## src/rtl/srm_pkg.sv

```systemverilog
// -----------------------------------------------------------------------------
// srm_pkg
// Shared definitions for the Simple RISC Machine control path.
//   - Instruction opcode/op field codes (bits [15:13] and [12:11]).
//   - Register-select (nsel), writeback-select (vsel) and memory command codes.
//   - Controller state enumeration.
// Optional build macro: SRM_IRQ_EN adds the interrupt entry states.
// -----------------------------------------------------------------------------
package srm_pkg;

    // Opcode field, instruction bits [15:13]
    localparam logic [2:0] OPC_MOV = 3'b110;
    localparam logic [2:0] OPC_ALU = 3'b101;
    localparam logic [2:0] OPC_LDR = 3'b011;
    localparam logic [2:0] OPC_STR = 3'b100;
    localparam logic [2:0] OPC_HLT = 3'b111;

    // Op field, instruction bits [12:11]
    localparam logic [1:0] OP_MOV_IMM = 2'b10;
    localparam logic [1:0] OP_MOV_REG = 2'b00;
    localparam logic [1:0] OP_CMP     = 2'b01;
    localparam logic [1:0] OP_MEM     = 2'b00;

    // Register file read/write select
    localparam logic [1:0] NSEL_RN = 2'b00;
    localparam logic [1:0] NSEL_RD = 2'b01;
    localparam logic [1:0] NSEL_RM = 2'b10;
    localparam logic [1:0] NSEL_R6 = 2'b11;

    // Writeback mux select
    localparam logic [1:0] VSEL_C     = 2'b00;
    localparam logic [1:0] VSEL_PC    = 2'b01;
    localparam logic [1:0] VSEL_IMM8  = 2'b10;
    localparam logic [1:0] VSEL_MDATA = 2'b11;

    // Memory command
    localparam logic [1:0] MEM_NONE  = 2'b00;
    localparam logic [1:0] MEM_READ  = 2'b01;
    localparam logic [1:0] MEM_WRITE = 2'b10;

    typedef enum logic [4:0] {
        S_RST,
        S_IF1,
        S_IF2,
        S_UPDATE_PC,
        S_DECODE,
        S_WR_IMM,
        S_GET_A,
        S_GET_B,
        S_EXEC,
        S_WR_REG,
        S_ADDR,
        S_LD_ADDR,
        S_GET_D,
        S_PASS_D,
        S_MEM_WR,
        S_MEM_RD,
        S_LDR_WB,
`ifdef SRM_IRQ_EN
        S_IRQ_SAVE,
        S_IRQ_VEC,
`endif
        S_HALT
    } state_t;

    // States that hold for the programmed number of memory wait cycles.
    function automatic logic is_wait_state(input state_t s);
        return s inside {S_IF1, S_MEM_RD, S_MEM_WR};
    endfunction

endpackage : srm_pkg

```

## src/rtl/srm_wait_counter.sv

```systemverilog
// -----------------------------------------------------------------------------
// srm_wait_counter
// Loadable 4-bit down-counter that measures memory wait cycles. The count is
// loaded when the controller enters a wait state and steps down once per cycle
// while the controller remains there; o_done is high when the count is zero.
// Ports:
//   clk        in   system clock, rising edge
//   reset      in   synchronous, active-high; clears the count
//   i_load     in   load i_load_val (takes priority over decrement)
//   i_load_val in   4-bit value to load
//   i_dec      in   decrement enable; saturates at zero
//   o_done     out  count is zero
// -----------------------------------------------------------------------------
module srm_wait_counter (
    input  logic       clk,
    input  logic       reset,
    input  logic       i_load,
    input  logic [3:0] i_load_val,
    input  logic       i_dec,
    output logic       o_done
);

    logic [3:0] r_count;

    // NOTE: sequential state is always assigned with <= so every flop samples
    // its inputs from before the edge, independent of statement order.
    always_ff @(posedge clk) begin
        if (reset) begin
            r_count <= 4'd0;
        end else if (i_load) begin
            r_count <= i_load_val;
        end else if (i_dec && (r_count != 4'd0)) begin
            r_count <= r_count - 4'd1;
        end
    end

    assign o_done = (r_count == 4'd0);

endmodule : srm_wait_counter

```

## src/rtl/srm_control_fsm.sv

```systemverilog
// -----------------------------------------------------------------------------
// srm_control_fsm
// Moore control state machine for the Simple RISC Machine CPU. Sequences
// fetch, decode, execute and writeback, one state per datapath step, and
// drives every datapath, PC, IR and memory strobe from the state register.
// The instruction class is captured in DECODE so that the execute-phase
// strobes depend only on registered state, never directly on the inputs.
//
// Parameter:
//   WAIT_CYCLES  extra memory wait cycles held in IF1, MEM_RD and MEM_WR (0..15)
//
// Build macro:
//   SRM_IRQ_EN   adds the irq input and the IRQ_SAVE / IRQ_VEC entry states.
//
// Ports:
//   clk        in   system clock, rising edge
//   reset      in   synchronous, active-high
//   irq        in   level interrupt request (SRM_IRQ_EN only)
//   opcode     in   instruction bits [15:13]
//   op         in   instruction bits [12:11]
//   nsel       out  register select: 00 Rn, 01 Rd, 10 Rm, 11 R6
//   vsel       out  writeback mux: 00 C, 01 PC, 10 sximm8, 11 mdata
//   loada/b/c/s out datapath register enables
//   asel       out  A input forced to zero
//   bsel       out  B input takes sximm5
//   write      out  register file write enable
//   load_ir, load_pc, reset_pc, addr_sel, load_addr  out  fetch/address control
//   mem_cmd    out  00 NONE, 01 READ, 10 WRITE
//   halted     out  high in HALT
// -----------------------------------------------------------------------------
module srm_control_fsm
    import srm_pkg::*;
#(
    parameter int unsigned WAIT_CYCLES = 0
) (
    input  logic       clk,
    input  logic       reset,
`ifdef SRM_IRQ_EN
    input  logic       irq,
`endif
    input  logic [2:0] opcode,
    input  logic [1:0] op,
    output logic [1:0] nsel,
    output logic [1:0] vsel,
    output logic       loada,
    output logic       loadb,
    output logic       loadc,
    output logic       loads,
    output logic       asel,
    output logic       bsel,
    output logic       write,
    output logic       load_ir,
    output logic       load_pc,
    output logic       reset_pc,
    output logic       addr_sel,
    output logic       load_addr,
    output logic [1:0] mem_cmd,
    output logic       halted
);

    localparam logic [3:0] WAIT_LOAD = 4'(WAIT_CYCLES);

    state_t     r_state;
    state_t     w_next;
    logic [2:0] r_opcode;
    logic [1:0] r_op;
    logic       w_cnt_load;
    logic       w_cnt_dec;
    logic       w_cnt_done;
    logic       w_is_cmp;

    // -------------------------------------------------------------------------
    // State register and instruction-class capture
    // -------------------------------------------------------------------------
    always_ff @(posedge clk) begin
        if (reset) begin
            r_state <= S_RST;
        end else begin
            r_state <= w_next;
        end
    end

    always_ff @(posedge clk) begin
        if (reset) begin
            r_opcode <= 3'b000;
            r_op     <= 2'b00;
        end else if (r_state == S_DECODE) begin
            r_opcode <= opcode;
            r_op     <= op;
        end
    end

    assign w_is_cmp = (r_opcode == OPC_ALU) && (r_op == OP_CMP);

    // -------------------------------------------------------------------------
    // Wait counter: reloaded whenever a wait state is entered (including a
    // wait state entered straight from another wait state, e.g. MEM_WR->IF1),
    // and counted down while the controller sits in one.
    // -------------------------------------------------------------------------
    assign w_cnt_load = (w_next != r_state) && is_wait_state(w_next);
    assign w_cnt_dec  = is_wait_state(r_state);

    srm_wait_counter u_wait_counter (
        .clk        (clk),
        .reset      (reset),
        .i_load     (w_cnt_load),
        .i_load_val (WAIT_LOAD),
        .i_dec      (w_cnt_dec),
        .o_done     (w_cnt_done)
    );

    // -------------------------------------------------------------------------
    // Next-state logic
    // -------------------------------------------------------------------------
    always_comb begin
        // NOTE: every always_comb target gets a default first so no path
        // through the case can leave it unassigned and infer a latch.
        w_next = r_state;
        case (r_state)
            S_RST:       w_next = S_IF1;
            S_IF1:       if (w_cnt_done) w_next = S_IF2;
            S_IF2:       w_next = S_UPDATE_PC;
`ifdef SRM_IRQ_EN
            S_UPDATE_PC: w_next = irq ? S_IRQ_SAVE : S_DECODE;
            S_IRQ_SAVE:  w_next = S_IRQ_VEC;
            S_IRQ_VEC:   w_next = S_IF1;
`else
            S_UPDATE_PC: w_next = S_DECODE;
`endif
            S_DECODE: begin
                if (opcode == OPC_MOV && op == OP_MOV_IMM) begin
                    w_next = S_WR_IMM;
                end else if (opcode == OPC_MOV && op == OP_MOV_REG) begin
                    w_next = S_GET_B;
                end else if (opcode == OPC_ALU) begin
                    w_next = S_GET_A;
                end else if ((opcode == OPC_LDR || opcode == OPC_STR) && op == OP_MEM) begin
                    w_next = S_GET_A;
                end else if (opcode == OPC_HLT) begin
                    w_next = S_HALT;
                end else begin
                    // Unrecognised encodings retire as a NOP.
                    w_next = S_IF1;
                end
            end
            S_WR_IMM:    w_next = S_IF1;
            // Only LDR/STR reach GET_A with these opcodes, so opcode alone
            // selects the address path.
            S_GET_A:     w_next = (r_opcode == OPC_LDR || r_opcode == OPC_STR) ? S_ADDR : S_GET_B;
            S_GET_B:     w_next = S_EXEC;
            S_EXEC:      w_next = w_is_cmp ? S_IF1 : S_WR_REG;
            S_WR_REG:    w_next = S_IF1;
            S_ADDR:      w_next = S_LD_ADDR;
            S_LD_ADDR:   w_next = (r_opcode == OPC_LDR) ? S_MEM_RD : S_GET_D;
            S_GET_D:     w_next = S_PASS_D;
            S_PASS_D:    w_next = S_MEM_WR;
            S_MEM_WR:    if (w_cnt_done) w_next = S_IF1;
            S_MEM_RD:    if (w_cnt_done) w_next = S_LDR_WB;
            S_LDR_WB:    w_next = S_IF1;
            S_HALT:      w_next = S_HALT;
            default:     w_next = S_RST;
        endcase
    end

    // -------------------------------------------------------------------------
    // Moore output decode
    // -------------------------------------------------------------------------
    always_comb begin
        nsel      = NSEL_RN;
        vsel      = VSEL_C;
        loada     = 1'b0;
        loadb     = 1'b0;
        loadc     = 1'b0;
        loads     = 1'b0;
        asel      = 1'b0;
        bsel      = 1'b0;
        write     = 1'b0;
        load_ir   = 1'b0;
        load_pc   = 1'b0;
        reset_pc  = 1'b0;
        addr_sel  = 1'b0;
        load_addr = 1'b0;
        mem_cmd   = MEM_NONE;
        halted    = 1'b0;
        case (r_state)
            S_RST: begin
                reset_pc = 1'b1;
                load_pc  = 1'b1;
            end
            S_IF1: begin
                addr_sel = 1'b1;
                mem_cmd  = MEM_READ;
            end
            S_IF2: begin
                addr_sel = 1'b1;
                mem_cmd  = MEM_READ;
                load_ir  = 1'b1;
            end
            S_UPDATE_PC: load_pc = 1'b1;
            S_WR_IMM: begin
                nsel  = NSEL_RN;
                vsel  = VSEL_IMM8;
                write = 1'b1;
            end
            S_GET_A: begin
                nsel  = NSEL_RN;
                loada = 1'b1;
            end
            S_GET_B: begin
                nsel  = NSEL_RM;
                loadb = 1'b1;
            end
            S_EXEC: begin
                // CMP updates only the status flags; MOV reg zeroes the A input
                // so C receives the (shifted) Rm value unchanged.
                loads = w_is_cmp;
                loadc = !w_is_cmp;
                asel  = (r_opcode == OPC_MOV);
            end
            S_WR_REG: begin
                nsel  = NSEL_RD;
                vsel  = VSEL_C;
                write = 1'b1;
            end
            S_ADDR: begin
                bsel  = 1'b1;
                loadc = 1'b1;
            end
            S_LD_ADDR: load_addr = 1'b1;
            S_GET_D: begin
                nsel  = NSEL_RD;
                loadb = 1'b1;
            end
            S_PASS_D: begin
                asel  = 1'b1;
                loadc = 1'b1;
            end
            S_MEM_WR: mem_cmd = MEM_WRITE;
            S_MEM_RD: mem_cmd = MEM_READ;
            S_LDR_WB: begin
                mem_cmd = MEM_READ;
                nsel    = NSEL_RD;
                vsel    = VSEL_MDATA;
                write   = 1'b1;
            end
`ifdef SRM_IRQ_EN
            S_IRQ_SAVE: begin
                // Return address (already-incremented PC) goes to R6.
                nsel  = NSEL_R6;
                vsel  = VSEL_PC;
                write = 1'b1;
            end
            S_IRQ_VEC: begin
                reset_pc = 1'b1;
                load_pc  = 1'b1;
            end
`endif
            S_HALT: halted = 1'b1;
            default: ;
        endcase
    end

endmodule : srm_control_fsm
```

## config.mk

```make
export PLATFORM = sky130hd
export DESIGN_NAME = srm_control_fsm
export DESIGN_NICKNAME = d
export VERILOG_FILES = /design/src/rtl/srm_pkg.sv /design/src/rtl/srm_wait_counter.sv /design/src/rtl/srm_control_fsm.sv
export SDC_FILE = /design/constraint.sdc
export NUM_CORES = 1
export LEC_CHECK = 0
export ABC_AREA = 1
export BUFFER_PORTS_ARGS = -buffer_cell sky130_fd_sc_hd__buf_2
export CAP_MARGIN = 20
export CORE_MARGIN = 1.5
export CORE_UTILIZATION = 45
export DETAILED_ROUTE_END_ITERATION = 6
export GPL_TIMING_DRIVEN = 0
export HOLD_SLACK_MARGIN = 0.15
export MAX_ROUTING_LAYER = met4
export PLACE_DENSITY = 0.68
export SLEW_MARGIN = 20
export SYNTH_ARGS = -nofsm -noshare
export SYNTH_HDL_FRONTEND = slang
export SYNTH_SLANG_ARGS = --single-unit
```

## constraint.sdc

```tcl
create_clock -name clk -period 2.26 [get_ports clk]
set_input_delay 0.452 -clock clk [delete_from_list [all_inputs] [get_ports clk]]
set_output_delay 0.452 -clock clk [all_outputs]
set_load 0.01 [all_outputs]
```

==> results of run 1 <==
-- through the flow --
step	std cells	util, %	area (sq um)	power, W	setup WS (ps)
after CTS	253	57.0	1300	0.000779	283
after floorplan	197	-	1110	0.000532	649
after detailed placement	250	56.0	1270	0.000641	446
after global placement	250	56.0	1270	0.000634	528
after global routing	253	57.0	1300	0.000840	137
final	253	57.0	1300	0.000778	292
-- cells by family (layout without fill, tap and decap cells) --
logic type | count (synthesis) | after routing | synth area share [%]
AND/OR/NAND/NOR | 118 | 118 | 47.1
buffers and inverters | 39 | 67 | 13.3
AO/OA/AOI/OAI | 22 | 22 | 11.0
flip-flops | 14 | 14 | 25.2
XOR/XNOR | 3 | 3 | 2.36
adder cells (fa/ha/maj) | 1 | 1 | 1.12
-- where the power goes --
part	internal [W]	leakage, nW	total [W]	switching [W]
logic	0.000117	0.681	0.000354	0.000238
clock network	0.0000616	0.0138	0.000139	0.0000770
registers	0.000265	0.113	0.000285	0.0000202
-- sequential cells by signal (all words and copies together), names as in the netlist --
name and cells:
r_op 2, r_state 5, r_opcode 3, u_wait_counter.r_count 4
-- layout by cell type (no fill, tap or decap), drive strengths merged --
cell / synthesis / final
o41ai: 1 / 1
buf: 1 / 26
nor2: 37 / 37
o31ai: 2 / 2
nor3: 1 / 1
ha: 1 / 1
nand4: 3 / 3
nand3b: 1 / 1
a21oi: 10 / 10
inv: 38 / 38
dfxtp: 14 / 14
o21ai: 9 / 9
nand3: 20 / 20
nor4: 1 / 1
clkbuf: 0 / 3
nand2: 55 / 55
xor2: 3 / 3
-- layout make-up --
class                   count  area (sq um)  share of cell area, %
multi-input cells         144           686                   52.9
flip-flops and latches     14           280                   21.6
inverters                  38           143                   11.0
repair buffers             25           125                   9.65
well taps                  28          35.0                   2.70
clock buffers               3          22.5                   1.74
plain buffers               1          5.00                  0.386
-- layer usage --
layer / wire, um / global-route usage (%) / up-vias
met4: 26 / 7.69 / 0
met3: 104 / 1.71 / 4
met5: 0 / - / -
met2: 1340 / 42.5 / 40
li1: - / - / 671
met1: 1360 / 28.6 / 579
-- critical path, delay by kind of cell (launching register included) --
| kind | cells | cell delay (ps) |
|---|---|---|
| flops | 1 | 490 |
| compound gates | 1 | 210 |
| buf+inv | 2 | 250 |
| simple gates | 2 | 280 |
-- path summary, 6_finish.rpt --
kind | to | startpoint | cells after the start
setup reg to reg | u_wait_counter.r_count[2] | u_wait_counter.r_count[0] | 14
setup / recovery | asel | r_state[3] | 5
hold / removal | r_state[3] | reset | 2
hold reg to reg | r_opcode[0] | r_opcode[0] | 2
==> results.txt, run 1 <==
drt total wl: 2830 um
crit path cell chain: nand3_2, nor2_1, inv_1, o41ai_1, buf_2
First-pass DRT Iterations: 4
Layout area overhead: 16.4%
core area: 2280 sq um
VDD IR-drop max: 0.404 mV
crit path kind: flop to output port
Hold Vio Cnt, Final: 0
Synth Cell Area: 1110 sq um
Post-synth EDFFs: 0
clock slew at reported path FFs: 80 ps
HP Class: input pin to flop
GP Congestion: 0.894
WL/cell: 11.2 um
status: finished clean
CTS max path bufs: 2
initial core utilization: 48.9%
std cell rows: 17
Area contributors post-synth: dfxtp_1 25%, nand2_1 18%, inv_1 12%
count leader, synth: nand2_1
IO Port Bufs: 25
via count: 1294
Power Dens Cells: 600 nW/um^2
TritonCTS sink count: 14
layout cells sized above 1: 19.6%
slowest cell delay on critical path: 490 ps
Ports: 26
number of CTS-inserted buffers: 3
vias in the first global route: 1167
worst slew pin tran: 335 ps
Pleak: 0.808 nW
Iter 0 DRT Violations: 36
#FFs+latches synth: 14
Seq/Total Area, Yosys: 25.2%
Fill cells: 256
gr usage total: 23.9%
Post-synth ARST share: 0%
final period utilization: 87.1%
main flop type after synthesis: dfxtp_1
Highest Clock Rate: 0.508 GHz
Synth area leader: dfxtp_1
layout net count: 235
number of inserted diodes: 0
crit path max fanout: 7
Crit. End Element: output port
Routed Antenna Nets: 0
CTS tree: done
detailed-placement wirelength estimate: 2360 um
vias per std cell: 5.11
Syn Nets: 205
reg-to-reg setup timing slack: 420 ps
Syn. warnings: 0
first-pass GRT wire length: 4810 um
final setup vio count: 0
root buffer selected by CTS: clkbuf_4
worst clock skew: 2.74 ps
largest net degree at the start of global routing: 11
post-route DRC violation count: 0
Relative slew margins: 77.7%
final hold slack: 374 ps
full die area: 2780 sq um
global route overflow: 0
crit path launch type: flop
Post-CTS Setup Inserts: 0
Die H: 52.7 um
CP max stage cell: dfxtp_1
data arrival time of the worst path: 1520 ps
Min Clock Period, post-route: 1970 ps
ranking of synthesized cells by instance count: 53 x nand2_1, 35 x inv_1, 33 x nor2_1, 16 x nand3_1, 14 x dfxtp_1
Max Slew Vio Count: 0
RSZ-0062 raised after global routing: no
Syn Area/Cell: 5.65 sq um
final setup TNS: 0 ps
synthesized instance count: 197
max cap viols: 0
post-CTS sizing: 0
top cell type's share of synthesized area: 25.2%
Worst-Skew Late Latency: 270 ps
H-tree Lvls: 1
WP data required: 1810 ps
Yosys cell types: 21
initial antenna violation count: 0
hold_buf cts: 0
die width: 52.7 um
Note: power is estimated with default switching activity, not from simulation.
==> inputs of run 2 (changes only) <==
CTS_BUF_LIST = sky130_fd_sc_hd__clkbuf_2   (was unset)
TNS_END_PERCENT = 20   (was unset)
==> results.txt, run 2 (synthesis gave the netlist of run 1 again) <==
status: finished clean
Top reg by flops: r_state
Iter 0 DRT Violations: 40 (+11%)
std cell rows: 17 (unchanged)
number of inserted diodes: 0 (unchanged)
Hold Path Cell Cnt: 2 (unchanged)
CTS max path bufs: 2 (unchanged)
data arrival time of the worst path: 1550 ps (+30 ps)
layout net count: 235 (unchanged)
HP Class: input pin to flop
DP Cell Count: 250 (unchanged)
Fill cells: 259 (+1.2%)
worst clock skew: 7.21 ps (+4.48 ps)
TritonCTS sink count: 14 (unchanged)
crit path cell chain: nand3_2, nor2_1, inv_1, o41ai_1, buf_2
fin cells: 253 (unchanged)
first-pass GRT wire length: 4810 um (unchanged)
crit path launch type: flop
M2 GR Usage: 42.5% (unchanged)
detailed-placement wirelength estimate: 2360 um (unchanged)
final setup TNS: 0 ps (unchanged)
layout cells sized above 1: 19.6% (unchanged)
Die H: 52.7 um (unchanged)
IO Port Bufs: 25 (unchanged)
hold_buf cts: 0 (unchanged)
Min Clock Period, post-route: 2000 ps (+29.7 ps)
First-pass DRT Iterations: 4 (unchanged)
Post-CTS Setup Inserts: 0 (unchanged)
RSZ-0062 raised after global routing: no
GP Congestion: 0.894 (unchanged)
Routed Antenna Nets: 0 (unchanged)
vias per std cell: 5.11 (-0.15%)
gr usage total: 23.9% (unchanged)
WL/cell: 11.2 um (+0.18%)
R2R cell count: 14 (unchanged)
post-CTS sizing: 0 (unchanged)
largest net degree at the start of global routing: 11 (unchanged)
GR Util met3: 1.71% (unchanged)
fin util: 56.6% (-0.33 points)
initial core utilization: 48.9% (unchanged)
H-tree Lvls: 1 (unchanged)
number of CTS-inserted buffers: 3 (unchanged)
root buffer selected by CTS: clkbuf_2
clock slew at reported path FFs: 130 ps (+50 ps)
met1 Use GR: 28.6% (unchanged)
final setup vio count: 0 (unchanged)
Hold Vio Cnt, Final: 0 (unchanged)
max reg flops: 5 (unchanged)
Power Dens Cells: 587 nW/um^2 (-2.3%)
die width: 52.7 um (unchanged)
crit path kind: flop to output port
post-route DRC violation count: 0 (unchanged)
worst slew pin tran: 335 ps (+0.00632 ps)
Layout area overhead: 15.7%
Pleak: 0.807 nW (-0.17%)
most frequent cells in the layout: 53 x nand2_1, 35 x inv_1, 33 x nor2_1, 26 x buf_2, 16 x nand3_1
max cap viols: 0 (unchanged)
CP max stage cell: dfxtp_1
drt total wl: 2840 um (+0.18%)
Relative slew margins: 77.7% (about the same)
vias in the first global route: 1167 (unchanged)
CTS tree: done
final period utilization: 88.4% (+1.3 points)
VDD IR-drop max: 0.399 mV (-1.4%)
Max Slew Vio Count: 0 (unchanged)
slowest cell delay on critical path: 510 ps (+20 ps)
final hold slack: 350 ps (-23.6 ps)
Highest Clock Rate: 0.500 GHz (-1.5%)
initial antenna violation count: 0 (unchanged)
commonest non-fill, non-tap cell in the layout: nand2_1
full die area: 2780 sq um (unchanged)
GR peak layer: met2
crit path max fanout: 7 (unchanged)
global route overflow: 0 (unchanged)
Ports: 26 (unchanged)
via count: 1292 (-0.15%)
WP data required: 1810 ps (about the same)
Crit. End Element: output port
Largest regs: r_state x5, u_wait_counter.r_count x4, r_opcode x3
core area: 2280 sq um (unchanged)
Worst-Skew Late Latency: 280 ps (about the same)
==> run 2: changes by cell type in the layout (fill, tap and decap cells not counted) <==
cell | before | now
clkbuf_4 | 3 | 0
clkbuf_2 | 0 | 3
==> run 2: final cells by class <==
type                       count  area, sq um  area share (%)
clock buffer                   3         15.0            1.17
buffer                         1         5.00           0.388
inverter                      38          143            11.1
multi-input combinational    144          686            53.2
timing repair buffer          25          125            9.71
tap                           28         35.0            2.72
sequential                    14          280            21.7
==> run 2: worst paths after layout <==
kind	startpoint	end	slack, ps
max	r_state[3]	asel	260
min	reset	r_state[3]	350
max reg2reg	u_wait_counter.r_count[0]	u_wait_counter.r_count[2]	410
min reg2reg	r_opcode[0]	r_opcode[0]	530
==> run 2: metal layers <==
layer / vias to the layer above / wire length, um
met5: - / 0
met4: 0 / 37
met3: 5 / 96
met2: 37 / 1340
met1: 580 / 1370
li1: 670 / -
==> run 2: worst max-delay path, delay by kind of cell, from the launching register on <==
family                 cells  cell delay (ps)
buffers and inverters      2              260
DFF                        1              510
and+or+nand+nor            2              280
AOI/OAI and AO/OA          1              210
==> run 2: power breakdown <==
part	switching [W]	internal [W]
registers	0.0000201	0.000265
clock network	0.0000800	0.0000362
logic	0.000238	0.000117
==> run 2: stage by stage <==
step                      setup slack [ps]  instance area (sq um)  total power (W)
after floorplan                        649                   1110         0.000532
after global placement                 528                   1270         0.000634
after detailed placement               446                   1270         0.000641
after CTS                              261                   1290         0.000756
after global routing                   111                   1290         0.000815
final                                  262                   1290         0.000756
